`src/rtl/car_defs_pkg.sv`:
```
// Shared constants for the line-follower car: motor mode codes, the tracker FSM encoding and the
// side encoding. The motor stage imports the same mode codes.
package car_defs;

  localparam logic [2:0] ModeHold      = 3'b000;
  localparam logic [2:0] ModeFwd       = 3'b111;
  localparam logic [2:0] ModeFwdAlt0   = 3'b010;
  localparam logic [2:0] ModeFwdAlt1   = 3'b101;
  localparam logic [2:0] ModeSoftLeft  = 3'b110;
  localparam logic [2:0] ModeSoftRight = 3'b011;
  localparam logic [2:0] ModeHardLeft  = 3'b001;
  localparam logic [2:0] ModeHardRight = 3'b100;

  typedef enum logic [1:0] {
    StTrack  = 2'b00,
    StLost   = 2'b01,
    StSearch = 2'b10,
    StUnused = 2'b11
  } state_e;

  localparam logic SideLeft  = 1'b0;
  localparam logic SideRight = 1'b1;

  // Sensor pattern ([2]=left, [1]=middle, [0]=right) to drive code.
  function automatic logic [2:0] decode_mode(input logic [2:0] pat);
    logic [2:0] m;
    case (pat)
      3'b010, 3'b111: m = ModeFwd;
      3'b110:         m = ModeSoftLeft;
      3'b100:         m = ModeHardLeft;
      3'b011:         m = ModeSoftRight;
      3'b001:         m = ModeHardRight;
      default:        m = ModeHold;
    endcase
    return m;
  endfunction

  function automatic logic [2:0] pivot_mode(input logic side);
    return (side == SideLeft) ? ModeHardLeft : ModeHardRight;
  endfunction

  function automatic logic side_of(input logic [2:0] pat, input logic prev);
    logic s;
    case (pat)
      3'b110, 3'b100: s = SideLeft;
      3'b011, 3'b001: s = SideRight;
      default:        s = prev;
    endcase
    return s;
  endfunction

endpackage

```
`src/rtl/sensor_debounce.sv`:
```
// Two-flop synchroniser and debouncer for the three IR line sensors. A pattern reaches deb only
// after it has been seen unchanged at the synchroniser output for DEBOUNCE_CYC+1 cycles.
module sensor_debounce #(
  parameter int unsigned DEBOUNCE_CYC = 100_000
) (
  input  logic       clk,
  input  logic       rst,
  input  logic [2:0] sensor,
  output logic [2:0] deb
);

  localparam logic [31:0] CntMax = 32'(DEBOUNCE_CYC - 1);

  logic [2:0]  sync1;
  logic [2:0]  sync2;
  logic [2:0]  cand;
  logic [31:0] cnt;

  always_ff @(posedge clk or posedge rst) begin
    if (rst) begin
      sync1 <= 3'b000;
      sync2 <= 3'b000;
      cand  <= 3'b000;
      cnt   <= 32'd0;
      deb   <= 3'b000;
    end else begin
      sync1 <= sensor;
      sync2 <= sync1;
      if (sync2 != cand) begin
        cand <= sync2;
        cnt  <= 32'd0;
      end else if (cnt == CntMax) begin
        // cnt saturates here, so deb keeps reloading the same stable value
        deb <= cand;
      end else begin
        cnt <= cnt + 32'd1;
      end
    end
  end

endmodule

```
`src/rtl/line_tracker_ctrl.sv`:
```
// Line tracker: debounced sensors are decoded into motor drive codes; when the line is lost the
// car holds for a grace period, then pivots towards the last side seen, reversing periodically.
module line_tracker_ctrl
  import car_defs::*;
#(
  parameter int unsigned DEBOUNCE_CYC = 100_000,
  parameter int unsigned GRACE_CYC    = 5_000_000,
  parameter int unsigned SEARCH_CYC   = 100_000_000
) (
  input  logic       clk,
  input  logic       rst,
  input  logic [2:0] sensor,
  output logic [2:0] mode,
  output logic       lost,
  output logic [1:0] state_dbg
);

  localparam logic [31:0] GraceMax  = 32'(GRACE_CYC - 1);
  localparam logic [31:0] SearchMax = 32'(SEARCH_CYC - 1);

  logic [2:0]  deb;
  state_e      state;
  logic [31:0] tmr;
  logic        last_side;
  logic        dir;

  sensor_debounce #(
    .DEBOUNCE_CYC (DEBOUNCE_CYC)
  ) u_sensor_debounce (
    .clk    (clk),
    .rst    (rst),
    .sensor (sensor),
    .deb    (deb)
  );

  assign state_dbg = state;

  // A reappearing line is checked before any timer expiry in every state.
  always_ff @(posedge clk or posedge rst) begin
    if (rst) begin
      state     <= StTrack;
      tmr       <= 32'd0;
      last_side <= SideLeft;
      dir       <= SideLeft;
      mode      <= ModeHold;
      lost      <= 1'b0;
    end else begin
      unique case (state)
        StTrack: begin
          if (deb != 3'b000) begin
            mode      <= decode_mode(deb);
            last_side <= side_of(deb, last_side);
          end else begin
            state <= StLost;
            tmr   <= 32'd0;
            mode  <= ModeHold;
            lost  <= 1'b1;
          end
        end
        StLost: begin
          if (deb != 3'b000) begin
            state <= StTrack;
            mode  <= decode_mode(deb);
            lost  <= 1'b0;
          end else if (tmr == GraceMax) begin
            state <= StSearch;
            tmr   <= 32'd0;
            dir   <= last_side;
            mode  <= pivot_mode(last_side);
          end else begin
            tmr  <= tmr + 32'd1;
            mode <= ModeHold;
          end
        end
        StSearch: begin
          if (deb != 3'b000) begin
            state <= StTrack;
            mode  <= decode_mode(deb);
            lost  <= 1'b0;
          end else if (tmr == SearchMax) begin
            dir  <= ~dir;
            tmr  <= 32'd0;
            mode <= pivot_mode(~dir);
          end else begin
            tmr <= tmr + 32'd1;
          end
        end
        StUnused: begin
          state <= StTrack;
          mode  <= ModeHold;
          lost  <= 1'b0;
        end
        default: begin
          state <= StTrack;
        end
      endcase
    end
  end

endmodule

```
`config.mk`:
```
export PLATFORM = sky130hd
export DESIGN_NAME = line_tracker_ctrl
export DESIGN_NICKNAME = d
export VERILOG_FILES = /design/src/rtl/car_defs_pkg.sv /design/src/rtl/sensor_debounce.sv /design/src/rtl/line_tracker_ctrl.sv
export SDC_FILE = /design/constraint.sdc
export NUM_CORES = 1
export LEC_CHECK = 0
export CORE_ASPECT_RATIO = 2
export CORE_MARGIN = 2
export CORE_UTILIZATION = 58
export CTS_CLUSTER_SIZE = 16
export DETAILED_ROUTE_END_ITERATION = 12
export DONT_BUFFER_PORTS = 1
export PLACE_DENSITY = 0.85
export REMOVE_ABC_BUFFERS = 1
export SETUP_SLACK_MARGIN = 0.5
export SYNTH_ARGS = -nofsm -noshare
export SYNTH_HDL_FRONTEND = slang
export SYNTH_SLANG_ARGS = --single-unit
```
`constraint.sdc`:
```
create_clock -name clk -period 2.8 [get_ports clk]
set_clock_uncertainty 0.05 [all_clocks]
set_input_delay 0.42 -clock clk [delete_from_list [all_inputs] [get_ports clk]]
set_output_delay 0.42 -clock clk [all_outputs]
set_load 0.03 [all_outputs]
```
==> run summary <==
FF/Latch Area = 0.00211 mm²
top-area cell type share of the netlist area = 0.444
global-route wire length before repair = 20000 µm
port buffer count = 0
RSZ-0062 raised after global routing = yes
final hold vios = 0
post-synth cell types = 60
area delta synth->final = 17.3%
CTS tree = built
startpoint types = flip-flop
FF+latch count, synth = 84
# Max-Cap Violations = 0
Cells after Synth = 501
period utilization = 0.846
hold wc startpoint = sensor[2]
drt drc = 0
via density per instance = 6.83
DR vias = 4232
WHS Endpoint = u_sensor_debounce.sync1[2]
predominant post-synthesis flop cell = dfrtp_1
mux cell area share after synthesis = 0.0185
Ys Warns = 0
top cells by count, synth = dfrtp_1 (84), nand2_1 (49), nor2_1 (40)
simple-gate share of the synthesized area = 0.265
Leak Pwr = 2.16 nW
Setup Viol. Count Final = 0
H-tree level count = 3
vias in the first global route = 4187
DRT Pass-1 Iters = 7
Die Footprint = 0.00894 mm²
reg2reg start = tmr[8]
post-DP HPWL = 8080 µm
layout net count = 531
clock buffer count from CTS = 9
# IOs = 11
largest area contributor in the netlist = dfrtp_1
sequential fraction of the synthesis area = 0.444
Area after DPL = 0.00487 mm²
CTS sink cnt = 84
setup_tns = 0 ps
hold path depth = 0
Crit. End Element = flip-flop
WL/cell = 20.1 µm
top-count cell post-synth = dfrtp_1
GR Util All Layers = 0.292
initial core utilization = 0.596
WS Path Type = reg2reg
chip width = 67.9 µm
largest net degree at the start of global routing = 39
Rel. slew slack = 0.592
Placer Congestion = 1.07
worst min path class = in2reg
Clk pin slew, worst setup/hold paths = 70 ps
Crit path arrival time = 2530 ps
Async SR Flop Fraction = 1.00
row cnt = 46
Fillers = 563
Peak VDD IR = 464 µV
FF-to-FF End = dir
worst-skew pair later-pin latency = 350 ps
Adder-Cell Fraction of Synth Area = 0.0185
status = completed
global route overflow = 0
Syn Area/Cell = 9.44 µm²
DP Cell Count = 589
Mapped Area = 0.00473 mm²
Worst R2R Setup Slack = 430 ps
initial antenna violation count = 0
Final Max Slew Viols = 0
final instance area = 0.00555 mm²
CORE AREA = 0.00794 mm²
peak fanout along the critical path = 7
critical path required time = 2960 ps
buffer depth of the longest clock path = 2
Reg2Reg Depth = 6
Root Buffer = clkbuf_16
Final min period = 2370 ps
routed wire length = 12400 µm
antenna cells = 0
Synth area leaders = dfrtp_1 (44%), nand2_1 (3.9%), nor2_1 (3.2%), o2111ai_1 (3.1%), xnor2_1 (3.1%)
final core utilization = 0.699
share of cells above drive strength 1 = 0.200
Final Instance Count excl. Fillers = 620
EDFF count, synth = 0
compound-gate portion of the synthesized area = 0.156
Post-Synth XOR/XNOR Area = 0.0574
PwrDens = 465 mW/mm²
post-route ant nets = 0
die height = 132 µm
multi-input logic area = 0.00262 mm²
worst slew pin tran = 612 ps
combinational family with the most area after synthesis = simple AND/OR/NAND/NOR gates
Fmax achieved = 422 MHz
DRT iter0 DRCs = 571
[state kept, by name (all words and copies together), names as in the netlist]
name and count:
state_dbg 2, dir 1, u_sensor_debounce.deb 3, u_sensor_debounce.sync1 3, last_side 1, u_sensor_debounce.cnt 32
tmr 32, mode 3, lost 1, u_sensor_debounce.cand 3, u_sensor_debounce.sync2 3
[per-layer routing]
metal | vias to the layer above | global-route usage | wire length (µm)
met3 | 67 | 0.0531 | 638
met5 | - | 0 | 0
li1 | 1909 | - | -
met4 | 0 | 0.183 | 676
met2 | 201 | 0.494 | 6720
met1 | 2055 | 0.322 | 4410
[how the worst max path moves through the flow]
| stage | start | end | slack, ps |
|---|---|---|---|
| 2_1_floorplan | rst | dir | 160 |
| 3_3_place_gp | tmr[8] | tmr[19] | 310 |
| 3_5_place_dp | tmr[8] | tmr[29] | 250 |
| 4_1_cts | tmr[8] | tmr[29] | 500 |
| 5_1_grt | tmr[16] | tmr[8] | 410 |
| 6_report | tmr[8] | dir | 430 |
[worst max-delay path: stages (launching register included)]
cell and delay, ps:
dfrtp_2 450, or4b_4 560, nor4_4 310, buf_4 180, nand3_1 90, o31ai_1 450
a211oi_1 150
[metrics by stage]
step	hold WS (ps)	power [W]	setup WS, ps
after floorplan	281	0.00128	165
after global placement	282	0.00129	308
after CTS	47.5	0.00260	498
after detailed placement	285	0.00130	252
final	53.7	0.00258	432
after global routing	42.8	0.00266	409
[cell usage in the layout (no fill, tap or decap), types with 6 or more instances in the layout]
cell       Yosys  routed
a21oi_1       17      17
and3_1         8       8
and4_1        11      10
buf_4          1      29
clkbuf_16      0       9
dfrtp_1       84      78
dfrtp_2        0       6
inv_1         15      12
mux2_2         6       6
nand2_1       49      49
nand3_1       26      25
nand4_1       22      22
nor2_1        40      40
nor3_1        18      14
nor4_1         9       6
o2111ai_1     17      15
o21ai_0       20      20
o311ai_1       7      10
or3_1         12      11
xnor2_1       17      17
xor2_1        14      14
[area by class of cell]
| cell class | count | area share |
|---|---|---|
| sequential | 84 | 0.380 |
| inverter | 15 | 0.0113 |
| multi-input combinational | 374 | 0.471 |
| clock inverter | 6 | 0.0169 |
| clock buffer | 10 | 0.0430 |
| tap | 96 | 0.0216 |
| timing repair buffer | 35 | 0.0559 |
[cells by family (layout without fill, tap and decap cells)]
logic type	after synthesis	after routing
adder cells (fa/ha/maj)	7	7
AO/OA/AOI/OAI	100	100
AND/OR/NAND/NOR	228	228
flip-flops	84	84
buffers and inverters	43	66
multiplexers	8	8
XOR/XNOR	31	31
[power by group]
part           leakage (nW)  switching (W)  internal, W
Clock                 0.160       0.000498     0.000813
Combinational         0.870      0.0000368   0.00000952
Sequential             1.13     0.00000563      0.00122
[timing repair]
| item | in CTS | in global routing |
|---|---|---|
| gates cloned | 0 | 0 |
| hold buffers | 1 | 0 |
| gates resized for setup | 15 | 34 |
| setup buffers | 5 | 9 |
| endpoints found under the hold margin | 36 | 0 |
| pin swaps | 4 | 12 |
| setup endpoints to repair | 34 | 32 |
Power figures use the tool's default switching activity.
